==> src/rtl/lcd_text_buffer.sv <==
// 2x16 character store for the HD44780 display unit: printable bytes land at a cursor,
// control codes move the cursor, erase a character or start a 32-cycle clear sweep.
`timescale 1ns/1ps
module lcd_text_buffer #(
    parameter logic [7:0] BLANK_CHAR = 8'h20,
    parameter int         LINE_LEN   = 16
) (
    input  logic       clock500Hz,
    input  logic       reset,
    input  logic [4:0] i_char_index,
    output logic [7:0] o_phrase,
    input  logic       i_in_valid,
    input  logic [7:0] i_in_data,
    output logic       o_in_ready,
    output logic [4:0] o_cursor,
    output logic       o_busy,
    output logic       o_wrapped
);

    typedef enum logic {
        IDLE  = 1'b0,
        CLEAR = 1'b1
    } state_t;

    localparam logic [4:0] LINE_ADDR = 5'(LINE_LEN);
    localparam logic [4:0] LAST_ADDR = 5'd31;

    state_t     r_state;
    logic [7:0] r_buf [0:31];
    logic [4:0] r_cursor;
    logic [4:0] r_clrAddr;
    logic       r_busy;
    logic       r_wrapped;
    logic       w_accept;
    logic       w_printable;

    assign w_accept    = i_in_valid && (r_state == IDLE);
    assign w_printable = (i_in_data >= 8'h20) && (i_in_data <= 8'h7E);

    // The display unit reads straight from the registers, so a write shows up one edge later.
    assign o_phrase   = r_buf[i_char_index];
    assign o_in_ready = (r_state == IDLE);
    assign o_cursor   = r_cursor;
    assign o_busy     = r_busy;
    assign o_wrapped  = r_wrapped;

    always_ff @(posedge clock500Hz or posedge reset) begin
        if (reset) begin
            for (int i = 0; i < 32; i++) begin
                r_buf[i] <= BLANK_CHAR;
            end
            r_state   <= IDLE;
            r_cursor  <= 5'd0;
            r_clrAddr <= 5'd0;
            r_busy    <= 1'b0;
            r_wrapped <= 1'b0;
        end else begin
            r_wrapped <= 1'b0;
            case (r_state)
                IDLE: begin
                    if (w_accept) begin
                        if (w_printable) begin
                            r_buf[r_cursor] <= i_in_data;
                            r_cursor        <= r_cursor + 5'd1;
                            if (r_cursor == LAST_ADDR) begin
                                r_wrapped <= 1'b1;
                            end
                        end else if (i_in_data == 8'h0A) begin
                            // A newline on the second line falls back to the top of the display.
                            if (r_cursor < LINE_ADDR) begin
                                r_cursor <= LINE_ADDR;
                            end else begin
                                r_cursor  <= 5'd0;
                                r_wrapped <= 1'b1;
                            end
                        end else if (i_in_data == 8'h08) begin
                            if (r_cursor != 5'd0) begin
                                r_cursor                 <= r_cursor - 5'd1;
                                r_buf[r_cursor - 5'd1]   <= BLANK_CHAR;
                            end else begin
                                r_buf[0] <= BLANK_CHAR;
                            end
                        end else if (i_in_data == 8'h0C) begin
                            r_state   <= CLEAR;
                            r_clrAddr <= 5'd0;
                            r_busy    <= 1'b1;
                        end
                    end
                end
                CLEAR: begin
                    r_buf[r_clrAddr] <= BLANK_CHAR;
                    r_clrAddr        <= r_clrAddr + 5'd1;
                    if (r_clrAddr == LAST_ADDR) begin
                        r_state  <= IDLE;
                        r_cursor <= 5'd0;
                        r_busy   <= 1'b0;
                    end
                end
                default: begin
                    r_state <= IDLE;
                end
            endcase
        end
    end

endmodule

==> config.mk <==
export PLATFORM = sky130hd
export DESIGN_NAME = lcd_text_buffer
export DESIGN_NICKNAME = d
export VERILOG_FILES = /design/src/rtl/lcd_text_buffer.sv
export SDC_FILE = /design/constraint.sdc
export NUM_CORES = 1
export LEC_CHECK = 0
export CAP_MARGIN = 20
export CORE_ASPECT_RATIO = 2
export CORE_MARGIN = 4
export CORE_UTILIZATION = 50
export DETAILED_ROUTE_END_ITERATION = 8
export PLACE_DENSITY = 0.64
export SLEW_MARGIN = 20
export SYNTH_ARGS = -nofsm -noshare
export SYNTH_HDL_FRONTEND = slang
export SYNTH_SLANG_ARGS = --single-unit
export TNS_END_PERCENT = 5
==> constraint.sdc <==
create_clock -name clock500Hz -period 10.2 [get_ports clock500Hz]
set_clock_uncertainty 0.05 [all_clocks]
set_input_delay 1.02 -clock clock500Hz [delete_from_list [all_inputs] [get_ports clock500Hz]]
set_output_delay 1.02 -clock clock500Hz [all_outputs]
set_load 0.02 [all_outputs]
After elaboration in Yosys (flattened, before gate mapping). Cells that the tools add are included.

Register bits after elaboration: 269. Latch bits: 0. Memory bits (writable): 0. Memory bits (read-only): 0. Bits of input ports: 16. Output and inout bits: 16. Logic and storage cells: 139. Memories: 0.

$add $sub $neg: 3. Multiply operators: 0. Div/mod/pow operators: 0. Order comparisons: 10. Eq/ne operators: 16. Shifts and indexed selects: 0. Muxes and demuxes: 51. Bitwise gates (word level): 11. Reductions and logical operators: 11.

Operator list (number): $mux W256 (4); $pmux W256 S2 (1); $and A224 B224 Y224 (2); $not A224 Y224 (2); $bwmux W256 (1); $mux W248 (1); $demux W8 S5 (3); $or A32 B32 Y32 (2); $mux W5 (12); $mux W8 (6); $bmux W8 S5 (1); $eq A8 B4 Y1 const B (3); $ge A6 B6 Y1 const B (4); $not A5 Y6 (4); $pmux W5 S2 (2); $lt A6 B1 Y1 const B (3); $mux W1 (18); $add A5 B1 Y5 const B (2); $eq A5 B5 Y1 const B (2); $ge A8 B6 Y1 const B (1); $le A8 B7 Y1 const B (1); $ne A4 B1 Y1 const B (2); $reduce_and A4 Y1 (2); $ne A2 B1 Y1 const B (3); other kinds (12) (20).

Longest topological paths before layout.
Depth in word-level cells: 14. Mapped depth: 11. Gate-level depth less buffers: 8.

Worst setup path after synthesis. Ideal clock, no wire load.

Path kind: input-to-output. Start: in i_char_index[1]. End: out o_phrase[0]. Arrival: 2.857 ns. Data required time: 9.130 ns. Path slack: 6.273 ns. Stages: 5. Path buffers: 2. Cell sequence: clkbuf_1 -> buf_1 -> mux4_2 -> mux4_2 -> mux2_2.

Cells in the longest elaborated chain, start to end: 4.

RTL lines: start, declared (RTL line 10) `input logic [4:0] i_char_index,`; $not A5 Y6 (implied by the code) (RTL line 41) `assign o_phrase = r_buf[i_char_index];`; $bmux W8 S5 (RTL line 41); $mux W8 (implied by the code) (2 in series) (RTL line 41); end, declared (RTL line 11) `output logic [7:0] o_phrase,`.

No other way between the ends. The select of a mux whose other input is x is not followed.

Worst setup path after layout.
Start: in i_char_index[0]. End: out o_phrase[2].

The elaborated chain is that of the path after synthesis.

==> run_results.csv <==
group,metric,value,unit
status,status,"finished clean",
synth,netlist_area,14700,um^2
timing,post-route-period-util,51.3,%
timing,setup_viol,0,
drt,wl_per_cell,32.6,um
cts,tritoncts,"done",
drt,drtIter0Drc,1196,
power,pwr_density_cell,180,nW/um^2
synth,syn_nets,1290,
layout,area_growth,8.97,%
timing,worst_pin_slew,1220,ps
run,cap_violations,0,
layout,n_fill_cell,2528,
synth,syn_area_per_cell,11.6,um^2
synth,ys_seq_area_share,46.2,%
worst_setup_path,crit_type,"in -> out",
timing,finalMaxSlewViolations,0,
place,dpl_cell_area,15100,um^2
timing,rsz0062_at_grt,"false",
die,die-area,32300,um^2
timing,relSlewSlack,18.5,%
die,core_area,29000,um^2
worst_setup_path,crit_slowest_cell,"buf_4",
drt,drc,0,
cts,cts-resized-gates,0,
cts,insertion_delay,550,ps
global_route,grt_max_degree,144,
layout,layout-drive-gt1-share,20.0,%
drt,via_count,12000,
timing,setup-tns-final,0,ps
die,dieWidth,129,um
synth,synth_top_cell_by_area,"dfrtp_1",
power,p_leak,0.00638,uW
drt,avgViaCountPerCell,7.38,
power,ir_drop,140,uV
hold_path,holdPathStages,1,
cts,cts.clk_slew.worst_paths,80,ps
drt,finalWirelength,52900,um
drt,first_pass_iters,6,
worst_setup_path,cp_max_fo,41,
cts,cts_buffers,25,
cts,htree_levels,1,
timing,fmax,191,MHz
layout,design_area,16000,um^2
worst_setup_path,slowest_delay,690,ps
synth,ys_types,75,
worst_setup_path,crit_required,9130,ps
synth,ys_top_cells_by_area,"dfrtp_1, mux4_2, o2bb2ai_1",
worst_setup_path,reg2reg_depth,9,
synth,synthCells,1262,
global_route,grt_pass1_wl,79600,um
synth,synthFlopType,"dfrtp_1",
layout,fin_nets,1272,
die,ios,32,
cts,cts_buffer_depth,3,
worst_setup_path,crit_path_end_kind,"output pin",
synth,yosysWarnings,0,
synth,synth-seq-cells,269,
place,dp_hpwl,36000,um
hold_path,hold_path.class,"reg -> reg",
worst_setup_path,cp_cell_sequence,"buf_4 > buf_4 > mux4_2 > mux4_2 > mux2_2 > clkdlybuf4s50_1",
timing,finalCriticalPeriod,5230,ps
timing,hold_viol,0,
cts,cts-root-buf,"clkbuf_16",
die,die_h,250,um
die,rows,88,
layout,utilization,55.2,%
drt,drtAntennaViolNets,0,
cts,cts_setup_buffers,0,
cts,cts_hold_buf,0,
global_route,grt.total_usage,33.2,%
place,portBuffers,31,
global_route,grt.overflow.total,0,
worst_setup_path,critPathArrivalTime,4160,ps
synth,ys_async_sr_fraction,100,%
worst_setup_path,crit_path_start_kind,"input port",
cts,clock_sinks,269,
die,initial_core_util,50.7,%
global_route,antenna_found_initial,1,
synth,synth_top_area_share,40.4,%
global_route,grt_pass1_vias,12200,
synth,synth_edf_count,0,
place,gp_congestion,1.04,
-- per-stage QoR --
stage,cells,hold slack (ps),power (uW),setup WS [ps]
after detailed placement,1576,420,1850,4960
after floorplan,1262,389,1620,1770
after global placement,1576,416,1840,5000
after CTS,1622,439,2870,4950
final,1624,438,2880,4970
after global routing,1624,452,2980,4780
-- report_power, final --
| part | switching, uW | internal, uW |
|---|---|---|
| registers | 56.6 | 1130 |
| clock network | 456 | 569 |
| logic | 471 | 201 |
| total | 983 | 1900 |
-- layer usage --
layer	global-route usage, %	up-vias	wire [um]
li1	-	4882	-
met1	39.6	6130	18100
met2	54.1	743	26300
met3	4.99	234	3730
met4	23.3	0	4700
met5	0	-	0
-- cells in the final DEF (no fill, tap or decap), types with 5 or more instances in the layout --
cell,synthesis,routed
clkbuf_16,0,25
nor2_1,94,94
or3_1,5,5
nand4_1,5,5
nor2b_1,7,7
or2_2,7,7
o21ai_0,104,104
a31oi_1,14,14
nor3_1,11,11
nand3_1,13,13
o21a_1,21,21
o21ba_2,7,7
ha_1,12,12
dfstp_2,32,32
and2_1,35,35
o221ai_1,7,7
nand2b_1,19,19
mux4_2,80,80
o21ai_1,11,11
o2bb2ai_1,102,102
a22o_1,82,82
nand2_1,55,55
o211a_1,5,5
o211ai_2,19,19
dfrtp_1,237,237
a21oi_1,59,59
inv_1,14,13
mux2_2,11,11
and3_1,9,9
a32o_1,16,16
buf_4,3,24
clkdlybuf4s50_1,0,29
-- sequential cells by signal (all words and copies together), names as in the netlist --
signal,flops
r_clrAddr,5
o_wrapped,1
r_buf,256
r_state,1
o_busy,1
o_cursor,5
-- cell usage after synthesis, types with 16 or more instances --
library cell / n
nand2b_1: 19
o21ai_0: 104
a32o_1: 16
dfstp_2: 32
o211ai_2: 19
a22o_1: 82
dfrtp_1: 237
o2bb2ai_1: 102
buf_1: 17
clkbuf_1: 33
o21a_1: 21
a21oi_1: 59
nand2_1: 55
mux4_2: 80
and2_1: 35
buf_2: 35
nor2_1: 94
-- worst max-delay path: cells and delay by family --
| kind | cells | cell delay, ps |
|---|---|---|
| buffers and inverters | 3 | 1630 |
| muxes | 3 | 1460 |
-- final cells by class --
| class | instances | area, um^2 | area share (%) |
|---|---|---|---|
| multi-input cells | 879 | 7330 | 45.8 |
| flip-flops and latches | 269 | 6770 | 42.4 |
| diodes | 1 | 2.50 | 0.0157 |
| clock buffers | 28 | 647 | 4.05 |
| clock inverters | 18 | 226 | 1.42 |
| inverters | 14 | 60.1 | 0.376 |
| repair buffers | 55 | 503 | 3.15 |
| well taps | 360 | 450 | 2.82 |
-- cell families after synthesis --
logic type	after synthesis	synth area share, %
compound gates	491	25.7
fa+ha+maj	12	1.02
buf+inv	114	3.91
flops	269	46.2
mux	93	13.3
simple gates	283	9.97
-- worst paths after layout --
check	start	to	slack, ps
setup / recovery	i_char_index[0]	o_phrase[2]	4970
hold / removal	r_buf[203]	r_buf[203]	440
setup reg to reg	o_cursor[0]	r_buf[84]	6370
hold reg to reg	r_buf[203]	r_buf[203]	440
max in group asynchronous	reset	r_buf[186]	7570
min in group asynchronous	reset	r_buf[27]	800
(Power assumes the default switching activity.)
